<file path="src/rtl/pc_seq_pkg.sv">
// Shared types for the PC sequencer: FSM state encoding and next-PC select codes.
package pc_seq_pkg;

  typedef enum logic [2:0] {
    IDLE,
    FETCH,
    WAIT,
    REDIR,
    HALTED
  } state_t;

  localparam logic [1:0] SEL_SEQ = 2'd0;
  localparam logic [1:0] SEL_JMP = 2'd1;
  localparam logic [1:0] SEL_BR  = 2'd2;
  localparam logic [1:0] SEL_JR  = 2'd3;

endpackage

</file>
<file path="src/rtl/pc_sel_prio.sv">
// Next-PC select: a taken branch overrides the decoder, then the candidate is muxed
// (pc+4 or a word-aligned target).
module pc_sel_prio
  import pc_seq_pkg::*;
#(
  parameter int AW = 32
) (
  input  logic          inbranch,
  input  logic [1:0]    pcmuxdecoder,
  input  logic [AW-1:0] pc,
  input  logic [AW-1:0] branch_target,
  input  logic [AW-1:0] jump_target,
  input  logic [AW-1:0] jr_target,
  output logic [1:0]    sel,
  output logic [AW-1:0] next_pc
);

  logic [AW-1:0] raw_target;

  always_comb begin
    // NOTE: every output of a combinational block gets a default first, so no path
    // leaves it unassigned and no latch is inferred.
    raw_target = jr_target;
    sel        = inbranch ? SEL_BR : pcmuxdecoder;
    case (sel)
      SEL_JMP: raw_target = jump_target;
      SEL_BR:  raw_target = branch_target;
      default: raw_target = jr_target;
    endcase
    next_pc = (sel == SEL_SEQ) ? pc + AW'(4) : {raw_target[AW-1:2], 2'b00};
  end

endmodule

</file>
<file path="src/rtl/pc_seq_ctrl.sv">
// PC sequencing FSM: fetch handshake, stall/halt handling and redirect.
// Build option PC_DELAY_SLOT_EN replaces the flush/REDIR redirect with a branch delay slot.
module pc_seq_ctrl
  import pc_seq_pkg::*;
#(
  parameter logic [31:0] RESET_PC = 32'h0000_0000,
  parameter int          AW       = 32
) (
  input  logic          clk,
  input  logic          rst_n,
  input  logic          inbranch,
  input  logic [1:0]    pcmuxdecoder,
  input  logic [AW-1:0] branch_target,
  input  logic [AW-1:0] jump_target,
  input  logic [AW-1:0] jr_target,
  input  logic          stall,
  input  logic          halt,
  input  logic          imem_ready,
  output logic          imem_req,
  output logic [AW-1:0] pc,
  output logic [1:0]    pcmuxtoimem,
  output logic          instr_valid,
  output logic          flush
);

  state_t        state, state_nxt;
  logic [AW-1:0] pc_nxt;
  logic [1:0]    pcmux_nxt;
  logic [1:0]    sel;
  logic [AW-1:0] next_pc;

  pc_sel_prio #(.AW(AW)) u_sel (
    .inbranch      (inbranch),
    .pcmuxdecoder  (pcmuxdecoder),
    .pc            (pc),
    .branch_target (branch_target),
    .jump_target   (jump_target),
    .jr_target     (jr_target),
    .sel           (sel),
    .next_pc       (next_pc)
  );

`ifdef PC_DELAY_SLOT_EN
  // Redirect target held while the delay-slot instruction is fetched.
  logic          pend_q, pend_nxt;
  logic [AW-1:0] tgt_q, tgt_nxt;
`endif

  always_comb begin
    state_nxt   = state;
    pc_nxt      = pc;
    pcmux_nxt   = pcmuxtoimem;
    imem_req    = 1'b0;
    instr_valid = 1'b0;
    flush       = 1'b0;
`ifdef PC_DELAY_SLOT_EN
    pend_nxt    = pend_q;
    tgt_nxt     = tgt_q;
`endif
    case (state)
      IDLE: state_nxt = FETCH;
      FETCH, WAIT: begin
        // A stall freezes everything, including data that arrives in the same cycle.
        if (!stall) begin
          imem_req = 1'b1;
          if (imem_ready) begin
            instr_valid = 1'b1;
            state_nxt   = FETCH;
            if (halt) begin
              state_nxt = HALTED;
            end else begin
              pcmux_nxt = sel;
`ifdef PC_DELAY_SLOT_EN
              if (pend_q) begin
                pc_nxt   = tgt_q;
                pend_nxt = 1'b0;
              end else if (sel != SEL_SEQ) begin
                pc_nxt   = pc + AW'(4);
                tgt_nxt  = next_pc;
                pend_nxt = 1'b1;
              end else begin
                pc_nxt = next_pc;
              end
`else
              pc_nxt = next_pc;
              if (sel != SEL_SEQ) state_nxt = REDIR;
`endif
            end
          end else begin
            state_nxt = WAIT;
          end
        end
      end
      REDIR: begin
        flush     = 1'b1;
        state_nxt = FETCH;
      end
      HALTED: state_nxt = HALTED;
      default: state_nxt = IDLE;
    endcase
  end

  always_ff @(posedge clk or negedge rst_n) begin
    if (!rst_n) begin
      state       <= IDLE;
      pc          <= AW'(RESET_PC);
      pcmuxtoimem <= SEL_SEQ;
`ifdef PC_DELAY_SLOT_EN
      pend_q      <= 1'b0;
      tgt_q       <= '0;
`endif
    end else begin
      // NOTE: state registers use non-blocking assignments so every flop samples the
      // pre-edge values regardless of statement order.
      state       <= state_nxt;
      pc          <= pc_nxt;
      pcmuxtoimem <= pcmux_nxt;
`ifdef PC_DELAY_SLOT_EN
      pend_q      <= pend_nxt;
      tgt_q       <= tgt_nxt;
`endif
    end
  end

endmodule

</file>
<file path="config.mk">
export PLATFORM = sky130hd
export DESIGN_NAME = pc_seq_ctrl
export DESIGN_NICKNAME = d
export VERILOG_FILES = /design/src/rtl/pc_seq_pkg.sv /design/src/rtl/pc_sel_prio.sv /design/src/rtl/pc_seq_ctrl.sv
export SDC_FILE = /design/constraint.sdc
export NUM_CORES = 1
export LEC_CHECK = 0
export CAP_MARGIN = 20
export CELL_PAD_IN_SITES_DETAIL_PLACEMENT = 1
export CELL_PAD_IN_SITES_GLOBAL_PLACEMENT = 1
export CORE_ASPECT_RATIO = 0.75
export CORE_MARGIN = 5
export CORE_UTILIZATION = 29
export DETAILED_ROUTE_END_ITERATION = 10
export PLACE_DENSITY_LB_ADDON = 0.1
export SETUP_SLACK_MARGIN = 0.3
export SYNTH_ARGS = -nofsm -noshare
export SYNTH_HDL_FRONTEND = slang
export SYNTH_SLANG_ARGS = --single-unit
</file>
<file path="constraint.sdc">
create_clock -name clk -period 2.7 [get_ports clk]
set_clock_uncertainty 0.05 [all_clocks]
set_input_delay 0.27 -clock clk [delete_from_list [all_inputs] [get_ports clk]]
set_output_delay 0.27 -clock clk [all_outputs]
set_load 0.01 [all_outputs]
</file>
-- After elaboration in Yosys (flattened, before gate mapping)
Cells that the tools add are included.
- bits in registers: 37
- bits in latches: 0
- bits in writable memories: 0
- memory bits (read-only): 0
- output and inout port bits: 37
- memories: 0
- $add $sub $neg: 1
- multipliers: 0
- div/mod/pow operators: 0
- order comparisons: 0
- equal/unequal tests: 7
- shifts and indexed selects: 0
- multiplexer cells: 14
- bitwise gates (word level): 2
- reduce and logical (&&, ||, !) cells: 6
- operators by type and width (operator ; number):
    $pmux W32 S2 ; 1
    $add A32 B3 Y32 const B ; 1
    $mux W32 ; 1
    $mux W3 ; 3
    $pmux W3 S3 ; 1
    $eq A3 B2 Y1 const B ; 2
    $mux W1 ; 6
    $mux W2 ; 2
    $reduce_and A4 Y1 ; 1
    $reduce_or A2 Y1 ; 2
    $eq A3 B1 Y1 const B ; 1
    $eq A3 B3 Y1 const B ; 1
    $logic_not A3 Y1 ; 1
    $eq A2 B1 Y1 const B ; 1
    $eq A2 B2 Y1 const B ; 1
    $logic_not A2 Y1 ; 1
    $ne A2 B2 Y1 const B ; 1
    $not A1 Y1 ; 2
    $reduce_bool A2 Y1 ; 1

-- Logic depth before layout (Yosys ltp)
- word-level depth: 7
- gate-level depth with buffers: 9

-- Hierarchy
From an unflattened synthesis, not the netlist that was laid out.
- cell total of the unflattened synthesis: 344
- area total of the unflattened synthesis: 3183.1 um^2
- modules (own cells, without submodules) (module ; instances ; cells an instance ; area an instance (um^2)):
    pc_seq_ctrl ; 1 ; 94 ; 1611.5
    pc_sel_prio ; 1 ; 250 ; 1571.5

-- Worst setup path after synthesis
Ideal clock, no wire load.
- path kind: input to register
- from: input pcmuxdecoder[0]
- to: register pc[30]
- library setup time: 142 ps
- arrival time: 1818 ps
- data required time: 2508 ps
- slack: 690 ps
- cell stages on the path: 8
- buffers on the path: 3
- cells stage by stage: nor2b_1 -> ha_1 -> buf_2 -> clkbuf_1 -> clkbuf_1 -> o21ai_0 -> a221oi_2 -> o211ai_2
- longest elaborated chain between the ends: 4
- elaborated cells on any way between the ends: 6
- those cells by class: eq/ne (2); mux (3); reduce/logical (1)
- RTL lines (what ; line ; source):
    start: declaration ; pc_seq_ctrl.sv:12 ; input logic [1:0] pcmuxdecoder,
    $mux W2 * ; pc_sel_prio.sv:24 ; sel = inbranch ? SEL_BR : pcmuxdecoder;
    $eq A2 B2 Y1 or $eq A2 B1 Y1 (tied branches) ; pc_sel_prio.sv:25 ; case (sel)
    $pmux W32 S2 ; pc_sel_prio.sv:25 ;
    $mux W32 * ; pc_sel_prio.sv:30 ; next_pc = (sel == SEL_SEQ) ? pc + AW'(4) : {raw_target[AW-1:2], 2'b00};
    end signal: assignment ; pc_seq_ctrl.sv:106 ; pc <= AW'(RESET_PC);
    end signal: assignment ; pc_seq_ctrl.sv:116 ; pc <= pc_nxt;
    end: declaration ; pc_seq_ctrl.sv:20 ; output logic [AW-1:0] pc,
Mark *: on every way between the ends. The rest lies on a longest branch, timed or not.
A chain may end at the register's enable or synchronous reset.

-- Worst setup path in the final report
- from: input stall
- to: output instr_valid
- longest elaborated chain between the ends: 2
- RTL lines (what ; line ; source):
    start: declaration ; pc_seq_ctrl.sv:16 ; input logic stall,
    $mux W1 ; pc_seq_ctrl.sv:64 ; if (!stall) begin
    $mux W1 ; pc_seq_ctrl.sv:60 ; case (state)
    end: declaration ; pc_seq_ctrl.sv:22 ; output logic instr_valid,
Every way passes these cells.

==> results <==
==> stage by stage <==
stage / setup WS, ps / utilization / instance area, sq um / instances
global route: 311 / 0.474 / 4630 / 630
detailed placement: 146 / 0.460 / 4500 / 624
CTS: 335 / 0.474 / 4630 / 630
global placement: 202 / 0.460 / 4500 / 624
finish: 369 / 0.474 / 4630 / 630
floorplan: 690 / - / 2950 / 371
==> what timing repair did <==
action	CTS	global route
setup endpoints to repair	0	2
resized for setup	0	2
endpoints found under the hold margin	0	0
==> area by class of cell <==
class / count / area, sq um
timing repair buffer: 157 / 1550
tap: 132 / 165
multi-input combinational: 291 / 1870
fill: 1158 / 5140
inverter: 9 / 33.8
sequential: 35 / 876
clock buffer: 6 / 129
==> registers in the layout, summed over array words and instances (netlist names) <==
signal / flops
state: 3
pc: 30
pcmuxtoimem: 2
==> cell families after synthesis <==
kind of cell    count (synthesis)
buf+inv                        45
xor+xnor                        1
flops                          35
fa+ha+maj                       4
simple gates                  133
compound gates                151
other cells                     1
==> worst register-to-register path: stages, from the launching register on <==
cell       delay (ps)
dfrtp_1           430
or2_1             260
or3_1             530
a2111oi_0         720
or3b_1            210
==> cell usage after synthesis, drive strengths merged (2+ instances only) <==
cell type	instances	area, sq um
a2bb2oi	8	70.1
o311ai	3	26.3
a2111oi	2	17.5
nor4	10	68.8
nand2	36	135
nand2b	8	50.1
and3	5	31.3
inv	9	33.8
a21oi	23	115
clkbuf	24	90.1
o2bb2ai	2	17.5
buf	12	81.3
or4	2	18.8
o21a	2	15.0
o2111ai	2	17.5
o32ai	2	17.5
and4	6	52.6
a211oi	7	52.6
or3	5	31.3
nand4	18	119
a221oi	6	58.8
nand3	11	55.1
ha	4	50.1
o31ai	4	30.0
a311oi	4	35.0
nor3	6	30.0
nor2	15	56.3
o21ai	36	180
o211ai	7	57.6
nor3b	2	15.0
nor2b	4	25.0
a41o	2	20.0
a32oi	4	35.0
dfrtp	35	876
and2	2	12.5
o22ai	3	18.8
a22oi	17	128
a221o	9	90.1
==> where the power goes <==
group / switching (mW) / leakage [nW] / internal (mW)
clock: 0.224 / 0.0628 / 0.332
combinational: 0.786 / 1.21 / 0.951
sequential: 0.438 / 0.417 / 0.769
==> worst paths after layout <==
check | endpoint | slack (ps) | cells after the start
worst max-delay path | instr_valid | 370 | 6
worst min-delay path | state[2]$_DFFE_PN0P_ | 60 | 1
worst max register to register | pc[29]$_DFFE_PN0P_ | 450 | 4
worst min register to register | pcmuxtoimem[1]$_DFFE_PN0P_ | 440 | 2
max in group asynchronous | pc[13]$_DFFE_PN0P_ | 1950 | 1
min in group clk | pcmuxtoimem[1]$_DFFE_PN0P_ | 440 | 2
==> cells in the final DEF, fill, tap and decap left out, drive strengths merged, types with 3 or more instances in the layout <==
master and instances:
ha 4, o21ai 36, a221oi 6, nor2 15, a21oi 23, nand3 11, a211oi 7, a22oi 17
clkbuf 6, nor4 10, a221o 9, clkdlybuf4s50 131, nand4 18, buf 26, o311ai 3, nor2b 4
and4 6, o31ai 4, o22ai 3, a32oi 4, dfrtp 35, nor3 6, and3 5, inv 9
a2bb2oi 8, nand2b 8, or3 5, o211ai 7, a311oi 4, nand2 36
==> metal layers <==
layer	track usage	vias up	wire length, um
li1	-	1713	-
met4	0.0330	0	107
met1	0.317	1844	6620
met5	0	-	0
met3	0.0516	13	950
met2	0.313	137	5700
==> impl_metrics.yaml <==
outcome:
  outcome: "completed"
detailed_routing:
  num_vias: 3707
  viasPerCell: 5.88
  wl_um: 13400
  dr.pass1.iters: 4
  drt_iter0_markers: 257
  ant_nets: 0
  drt-wirelength-per-cell_um: 21.2
  drc: 0
cts:
  hold_buffers: 0
  clock_latency_ps: 280
  cts_buffers: 5
  path_clk_slew_ps: 60
  cts_tree: "done"
  cts.sinks: 35
  clock_tree.root_cell: "clkbuf_16"
  cts_setup_buffers: 0
  htree_levels: 2
  cts.path.max_buffers: 2
power:
  p_per_area_nw_per_um2: 756
  finalPower_mw: 3.50
  leakagePower_nw: 1.69
  ir_drop_mv: 0.379
synthesis:
  synth-simple-area-share: 0.246
  ys.flop_type: "dfrtp_1"
  synth_mux_area_frac: 0
  ys_warn_count: 0
  synth_compound_area_frac: 0.365
  synth_area_sq_um: 2940
  synthCells: 370
  synth-xor-area-share: 0.00298
  syn_area_per_cell_sq_um: 7.95
  synth_top_family_by_area: "compound AO/OA/AOI/OAI gates"
  synth_cell_types: 61
  synth-edff-count: 0
  seq_area_frac_synth: 0.298
  synth_seq_cells: 35
  yosys.area_share.adder: 0.0170
  async_flop_share: 1.00
setup_path:
  worstPathMaxFanout: 8
  cpLargestDelayFamily: "buffers and inverters"
  path_cells: "clkdlybuf4s50_1 > or2_1 > buf_4 > nor2_2 > and2_1 > clkdlybuf4s50_1"
  path_common_cell: "clkdlybuf4s50_1"
  worst_setup_path_end_kind: "primary output"
  crit_slowest_cell: "clkdlybuf4s50_1"
  required_ps: 2380
  startpoint: "stall"
  cpPeakStageDelay_ps: 540
  cp_num_buf_inv: 3
  criticalPathCategory: "in2out"
  r2r-start: "state[2]$_DFFE_PN0P_"
  start_kind: "input port"
  critPathArrivalTime_ps: 2010
placed_design:
  dpl.hpwl_um: 10100
  io_buffers: 132
  place_congestion: 0.897
global_route:
  grt_pass1_vias: 3747
  grt_max_degree: 38
  grtUsageTotal: 0.212
  grt_pass1_wl_um: 21100
  antenna_found_initial: 0
  grt_overflow: 0
timing:
  maxSlewHeadroom: 0.386
  min_period_ps: 2330
  rsz0062_at_grt: "no"
  worstMarginPinSlew_ps: 921
  period_share: 0.863
  hold_ws_ps: 63.7
  setup_viol_count_final: 0
  slew_violations: 0
  max_freq_mhz: 429
  hold_viol: 0
  setup_tns_ps: 0
floorplan:
  std_cell_rows: 31
  die_x_um: 126
  die_area_sq_um: 12300
  chipHeight_um: 97.2
  initial_core_util: 0.301
  ioPinCount: 141
  coreArea_sq_um: 9770
layout:
  drive_above_1_share: 0.0803
  antennaDiodeCount: 0
  layout-area-overhead-vs-synth_pct: 57.5
  nets: 607
worst_hold_path:
  hold_path.class: "in2async"
job:
  cap_violations: 0
Power figures use the tool's default switching activity.
